File: src/rtl/conv_ofmap_collect.sv
// Collects one convolution output frame in raster order, quantizes each pixel
// and emits a registered write stream to the output feature-map memory.
module conv_ofmap_collect #(
  parameter int O_CONV_BW    = 20,
  parameter int O_BW         = 8,
  parameter int IF_SIZE_CONV = 28,
  parameter int K_SIZE       = 5,
  parameter int SHIFT        = 4,
  parameter int ADDR_BW      = 10
) (
  input  logic                        clk,
  input  logic                        global_rst_n,
  input  logic                        i_start,
  input  logic signed [O_CONV_BW-1:0] i_conv_result,
  input  logic                        i_valid_conv,
  output logic                        o_wr_en,
  output logic        [ADDR_BW-1:0]   o_wr_addr,
  output logic        [O_BW-1:0]      o_wr_data,
  output logic                        o_busy,
  output logic                        o_done,
  output logic                        o_err_overrun
);

  localparam int OF_SIZE = IF_SIZE_CONV - K_SIZE + 1;
  localparam int NPIX    = OF_SIZE * OF_SIZE;
  localparam int RC_BW   = (OF_SIZE > 1) ? $clog2(OF_SIZE) : 1;

  typedef enum logic [1:0] {
    S_IDLE,
    S_COLLECT,
    S_DONE
  } state_t;

  state_t                      r_state;
  state_t                      w_next_state;
  logic   [RC_BW-1:0]          r_row;
  logic   [RC_BW-1:0]          r_col;
  logic   [ADDR_BW-1:0]        r_addr;
  logic                        w_start;
  logic                        w_accept;
  logic                        w_last;
  logic                        w_col_wrap;
  logic signed [O_CONV_BW-1:0] w_shifted;
  logic   [O_BW-1:0]           w_quant;

  // A start is only honoured outside COLLECT, including the single DONE cycle.
  assign w_start    = i_start && (r_state != S_COLLECT);
  assign w_accept   = i_valid_conv && (r_state == S_COLLECT);
  assign w_last     = w_accept && (r_addr == ADDR_BW'(NPIX - 1));
  assign w_col_wrap = (r_col == RC_BW'(OF_SIZE - 1));

  assign w_shifted = i_conv_result >>> SHIFT;

  always_comb begin
    w_quant = w_shifted[O_BW-1:0];
    if (i_conv_result[O_CONV_BW-1]) begin
      w_quant = '0;
    end else if (|w_shifted[O_CONV_BW-1:O_BW]) begin
      w_quant = {O_BW{1'b1}};
    end
  end

  always_ff @(posedge clk or negedge global_rst_n) begin
    if (!global_rst_n) begin
      r_state <= S_IDLE;
    end else begin
      r_state <= w_next_state;
    end
  end

  always_comb begin
    w_next_state = r_state;
    case (r_state)
      S_IDLE:    if (w_start) w_next_state = S_COLLECT;
      S_COLLECT: if (w_last)  w_next_state = S_DONE;
      S_DONE:    w_next_state = w_start ? S_COLLECT : S_IDLE;
      default:   w_next_state = S_IDLE;
    endcase
  end

  // Counters wrap to zero after the final pixel so the address never passes NPIX-1.
  always_ff @(posedge clk or negedge global_rst_n) begin
    if (!global_rst_n) begin
      r_row  <= '0;
      r_col  <= '0;
      r_addr <= '0;
    end else if (w_start || w_last) begin
      r_row  <= '0;
      r_col  <= '0;
      r_addr <= '0;
    end else if (w_accept) begin
      r_addr <= r_addr + ADDR_BW'(1);
      if (w_col_wrap) begin
        r_col <= '0;
        r_row <= r_row + RC_BW'(1);
      end else begin
        r_col <= r_col + RC_BW'(1);
      end
    end
  end

  always_ff @(posedge clk or negedge global_rst_n) begin
    if (!global_rst_n) begin
      o_wr_en   <= 1'b0;
      o_wr_addr <= '0;
      o_wr_data <= '0;
    end else begin
      o_wr_en <= w_accept;
      if (w_accept) begin
        o_wr_addr <= r_addr;
        o_wr_data <= w_quant;
      end
    end
  end

  // Sticky overrun: a start clears it even if a stray valid arrives alongside.
  always_ff @(posedge clk or negedge global_rst_n) begin
    if (!global_rst_n) begin
      o_err_overrun <= 1'b0;
    end else if (w_start) begin
      o_err_overrun <= 1'b0;
    end else if (i_valid_conv && (r_state != S_COLLECT)) begin
      o_err_overrun <= 1'b1;
    end
  end

  assign o_busy = (r_state == S_COLLECT);
  assign o_done = (r_state == S_DONE);

endmodule

File: config.mk
export PLATFORM = sky130hd
export DESIGN_NAME = conv_ofmap_collect
export DESIGN_NICKNAME = d
export VERILOG_FILES = /design/src/rtl/conv_ofmap_collect.sv
export SDC_FILE = /design/constraint.sdc
export NUM_CORES = 1
export LEC_CHECK = 0
export ABC_AREA = 1
export CAP_MARGIN = 0
export CORE_MARGIN = 2
export CORE_UTILIZATION = 45
export DETAILED_ROUTE_END_ITERATION = 12
export GPL_TIMING_DRIVEN = 0
export MAX_ROUTING_LAYER = met4
export PLACE_DENSITY = 0.81
export SLEW_MARGIN = 20
export SYNTH_ARGS = -nofsm -noshare
export SYNTH_HDL_FRONTEND = slang
export SYNTH_SLANG_ARGS = --single-unit
export TNS_END_PERCENT = 30
File: constraint.sdc
create_clock -name clk -period 2 [get_ports clk]
set_input_delay 0.4 -clock clk [delete_from_list [all_inputs] [get_ports clk]]
set_output_delay 0.4 -clock clk [all_outputs]
set_load 0.01 [all_outputs]
==> results of run 1 <==
==> power by group <==
group	leakage, nW	switching, mW	total, mW	internal, mW
Sequential	0.412	0.0870	0.845	0.758
Clock	0.0374	0.202	0.401	0.199
Combinational	0.496	0.224	0.473	0.250
Total	0.946	0.513	1.72	1.21
==> flip-flops by register name (all words and copies together), names as in the netlist <==
| register | cells |
|---|---|
| o_wr_addr | 10 |
| r_addr | 10 |
| o_wr_data | 8 |
| r_state | 2 |
| o_wr_en | 1 |
| o_err_overrun | 1 |
==> worst paths after layout <==
check / endpoint / slack [ns]
min in group clk: o_wr_addr[9] / 0.48
min: o_wr_addr[8] / 0.09
min reg2reg: o_wr_addr[9] / 0.48
max reg2reg: r_addr[5] / 0.65
max in group asynchronous: r_state[0] / 1.43
max: o_busy / 0.1
==> Yosys cell counts (2+ instances only) <==
cell type,number,area (um^2)
buf_2,2,10.01
nand3_2,2,20.02
nor2_4,3,33.78
nand3_1,6,30.03
nor2_1,13,48.80
nor3_1,3,15.01
o31ai_1,8,60.06
o21ai_1,5,25.02
inv_1,18,67.56
buf_6,2,22.52
nand2_1,57,214.0
a21oi_1,5,25.02
nand4_1,4,25.02
dfrtp_1,32,800.8
xor2_1,2,17.52
==> layout make-up <==
class,count,area share (%)
Clock buffer,7,3.226
Multi-Input combinational cell,115,29.03
Tap cell,44,2.730
Buffer,4,1.613
Timing Repair Buffer,41,20.10
Inverter,19,3.536
Sequential cell,32,39.76
==> cells by family after synthesis <==
group / count (synthesis) / synth area share (%)
and+or+nand+nor: 92 / 28.97
AOI/OAI and AO/OA: 19 / 7.724
DFF: 32 / 53.74
adders and majority gates: 1 / 0.8395
buffers and inverters: 23 / 6.968
xor gates and xnor gates: 3 / 1.764
==> layout by cell type, fill, tap and decap left out, types with 3 or more instances in the layout <==
| master | n |
|---|---|
| nand2_1 | 57 |
| clkdlybuf4s50_1 | 40 |
| dfrtp_1 | 31 |
| inv_1 | 17 |
| nor2_1 | 13 |
| o31ai_1 | 8 |
| nand3_1 | 6 |
| a21oi_1 | 5 |
| o21ai_1 | 5 |
| clkbuf_4 | 5 |
| nand4_1 | 4 |
| nor2_4 | 3 |
| nor3_1 | 3 |
| buf_2 | 3 |
==> worst register-to-register path, delay by kind of cell (launching register included) <==
kind,cells,cell delay [ns]
adders and majority gates,1,0.19
and+or+nand+nor,5,0.66
DFF,1,0.41
==> timing repair <==
| action | in CTS | in global routing |
|---|---|---|
| hold endpoints to repair | 0 | 0 |
| gates resized for setup | 0 | 2 |
| setup endpoints to repair | 0 | 1 |
==> through the flow <==
step | setup WS, ns | utilization [%] | cells
final | 0.09642 | 65.00 | 262
after global routing | 0.02593 | 65.00 | 262
after CTS | 0.03783 | 64.96 | 262
after detailed placement | 0.2692 | 62.86 | 255
after global placement | -0.03045 | 63.02 | 255
after floorplan | 0.8365 | - | 170
==> metal layers <==
metal | global-route usage, % | vias up
met3 | 5.672 | 5
met1 | 24.03 | 569
li1 | - | 639
met4 | 7.295 | 0
met2 | 28.57 | 20
met5 | - | -
==> results.sh, run 1 <==
export IMPL_num_io_pins=46
export IMPL_cap_violations=0
export IMPL_design_area_um2=2017
export IMPL_ant_nets=0
export IMPL_grt_overflow=0
export IMPL_cts_buffers=5
export IMPL_leakage_nw=0.9457
export IMPL_clkLatencyLatePin_ns=0.33
export IMPL_tightestPinTransition_ns=0.6629
export IMPL_skew_ns=0.006995
export IMPL_drive_gt1_share_pct=11.01
export IMPL_power_total_mw=1.720
export IMPL_antenna_cells=0
export IMPL_dr_wl_met3_um=91
export IMPL_die_area_um2=3788
export IMPL_worstPathMaxFanout=4
export IMPL_vias_per_cell=4.706
export IMPL_clk_path_buf_depth=2
export IMPL_multi_input_area_um2=585.6
export IMPL_critPathLaunchType="flip-flop"
export IMPL_wl_met1_um=1426
export IMPL_ys_ff_latch=32
export IMPL_synthArstFlopShare_pct=100.0
export IMPL_post_cts_buffers=0
export IMPL_io_buffers=41
export IMPL_placed_area_um2=1951
export IMPL_crit_required_ns=1.60
export IMPL_hold_buffers=0
export IMPL_cts_tree="yes"
export IMPL_nNetsFinal=243
export IMPL_drt_iter0_drc=48
export IMPL_hold_viol_final=0
export IMPL_syn_num_nets=195
export IMPL_synthCells=170
export IMPL_dp_hpwl_um=2290
export IMPL_drc=0
export IMPL_slew_violations=0
export IMPL_cp_depth=4
export IMPL_synth_top_flop_cell="dfrtp_1"
export IMPL_critPathArrivalTime_ns=1.50
export IMPL_initial_core_util_pct=48.02
export IMPL_die_x_um=61.55
export IMPL_timing_rr_start="r_addr[1]"
export IMPL_dr_pass1_iters=4
export IMPL_fillCellCount=285
export IMPL_crit_chain="inv_2, nand2_1, inv_1, clkdlybuf4s50_1"
export IMPL_worstSetupStartpoint="r_state[1]"
export IMPL_die_y_um=61.55
export IMPL_drt_total_wl_um=2993
export IMPL_grt_max_degree=33
export IMPL_wl_met2_um=1418
export IMPL_track_usage_pct=18.97
export IMPL_hp_class="in -> async"
export IMPL_clock_fmax_ghz=0.5253
export IMPL_syn_avg_cell_area_um2=8.766
export IMPL_synth_cell_types=23
export IMPL_yosysSeqAreaShare_pct=53.74
export IMPL_num_rows=20
export IMPL_outcome="complete, no violations"
export IMPL_path_class="reg -> out"
export IMPL_power_density_nw_per_um2=852.7
export IMPL_via_count=1233
export IMPL_whs_ns=0.09113
export IMPL_setup_viol=0
export IMPL_grt_pass1_wl_um=5057
export IMPL_root_buffer="clkbuf_4"
export IMPL_critPathMaxStageDelay_ns=0.53
export IMPL_setup_tns_final_ns=0
export IMPL_routed_top_layer="met4"
export IMPL_ff2ff_path_depth=6
export IMPL_register_area_um2=802.0
export IMPL_fin_crit_sh_pct=95.18
export IMPL_htreeDepth=2
export IMPL_synthesis_area_um2=1490
export IMPL_critPathSlowestCell="clkdlybuf4s50_1"
export IMPL_crit_buf_inv=3
export IMPL_cp_end_kind="output port"
export IMPL_routedWlPerCell_um=11.42
export IMPL_synth_edf_count=0
export IMPL_cp_top_family="buffers and inverters"
export IMPL_fp_coreArea_um2=3103
export IMPL_yosysWarnings=0
export IMPL_layout_min_cycle_time_ns=1.904
export IMPL_rsz0062_at_grt="no"
export IMPL_area_delta_synth_final_pct=35.35
export IMPL_grt_pass1_vias=1162
export IMPL_routabilityCongestion=0.8721
export IMPL_ir_worst_vdd_mv=0.4996
export IMPL_relSlewSlack_pct=55.81
export IMPL_path_clk_slew_ns=0.09
export IMPL_cts_sinks=32
export IMPL_antenna_found_initial=0
(Power assumes the default switching activity.)
==> inputs of run 2 (changes only) <==
--- a/config.mk
+++ b/config.mk
@@ -13,6 +13,7 @@
 export GPL_TIMING_DRIVEN = 0
 export MAX_ROUTING_LAYER = met4
 export PLACE_DENSITY = 0.81
+export SKIP_CTS_REPAIR_TIMING = 1
 export SLEW_MARGIN = 20
 export SYNTH_ARGS = -nofsm -noshare
 export SYNTH_HDL_FRONTEND = slang
==> results of run 2 <==
No change in the layout: final DEF, timing and power equal those of run 1.
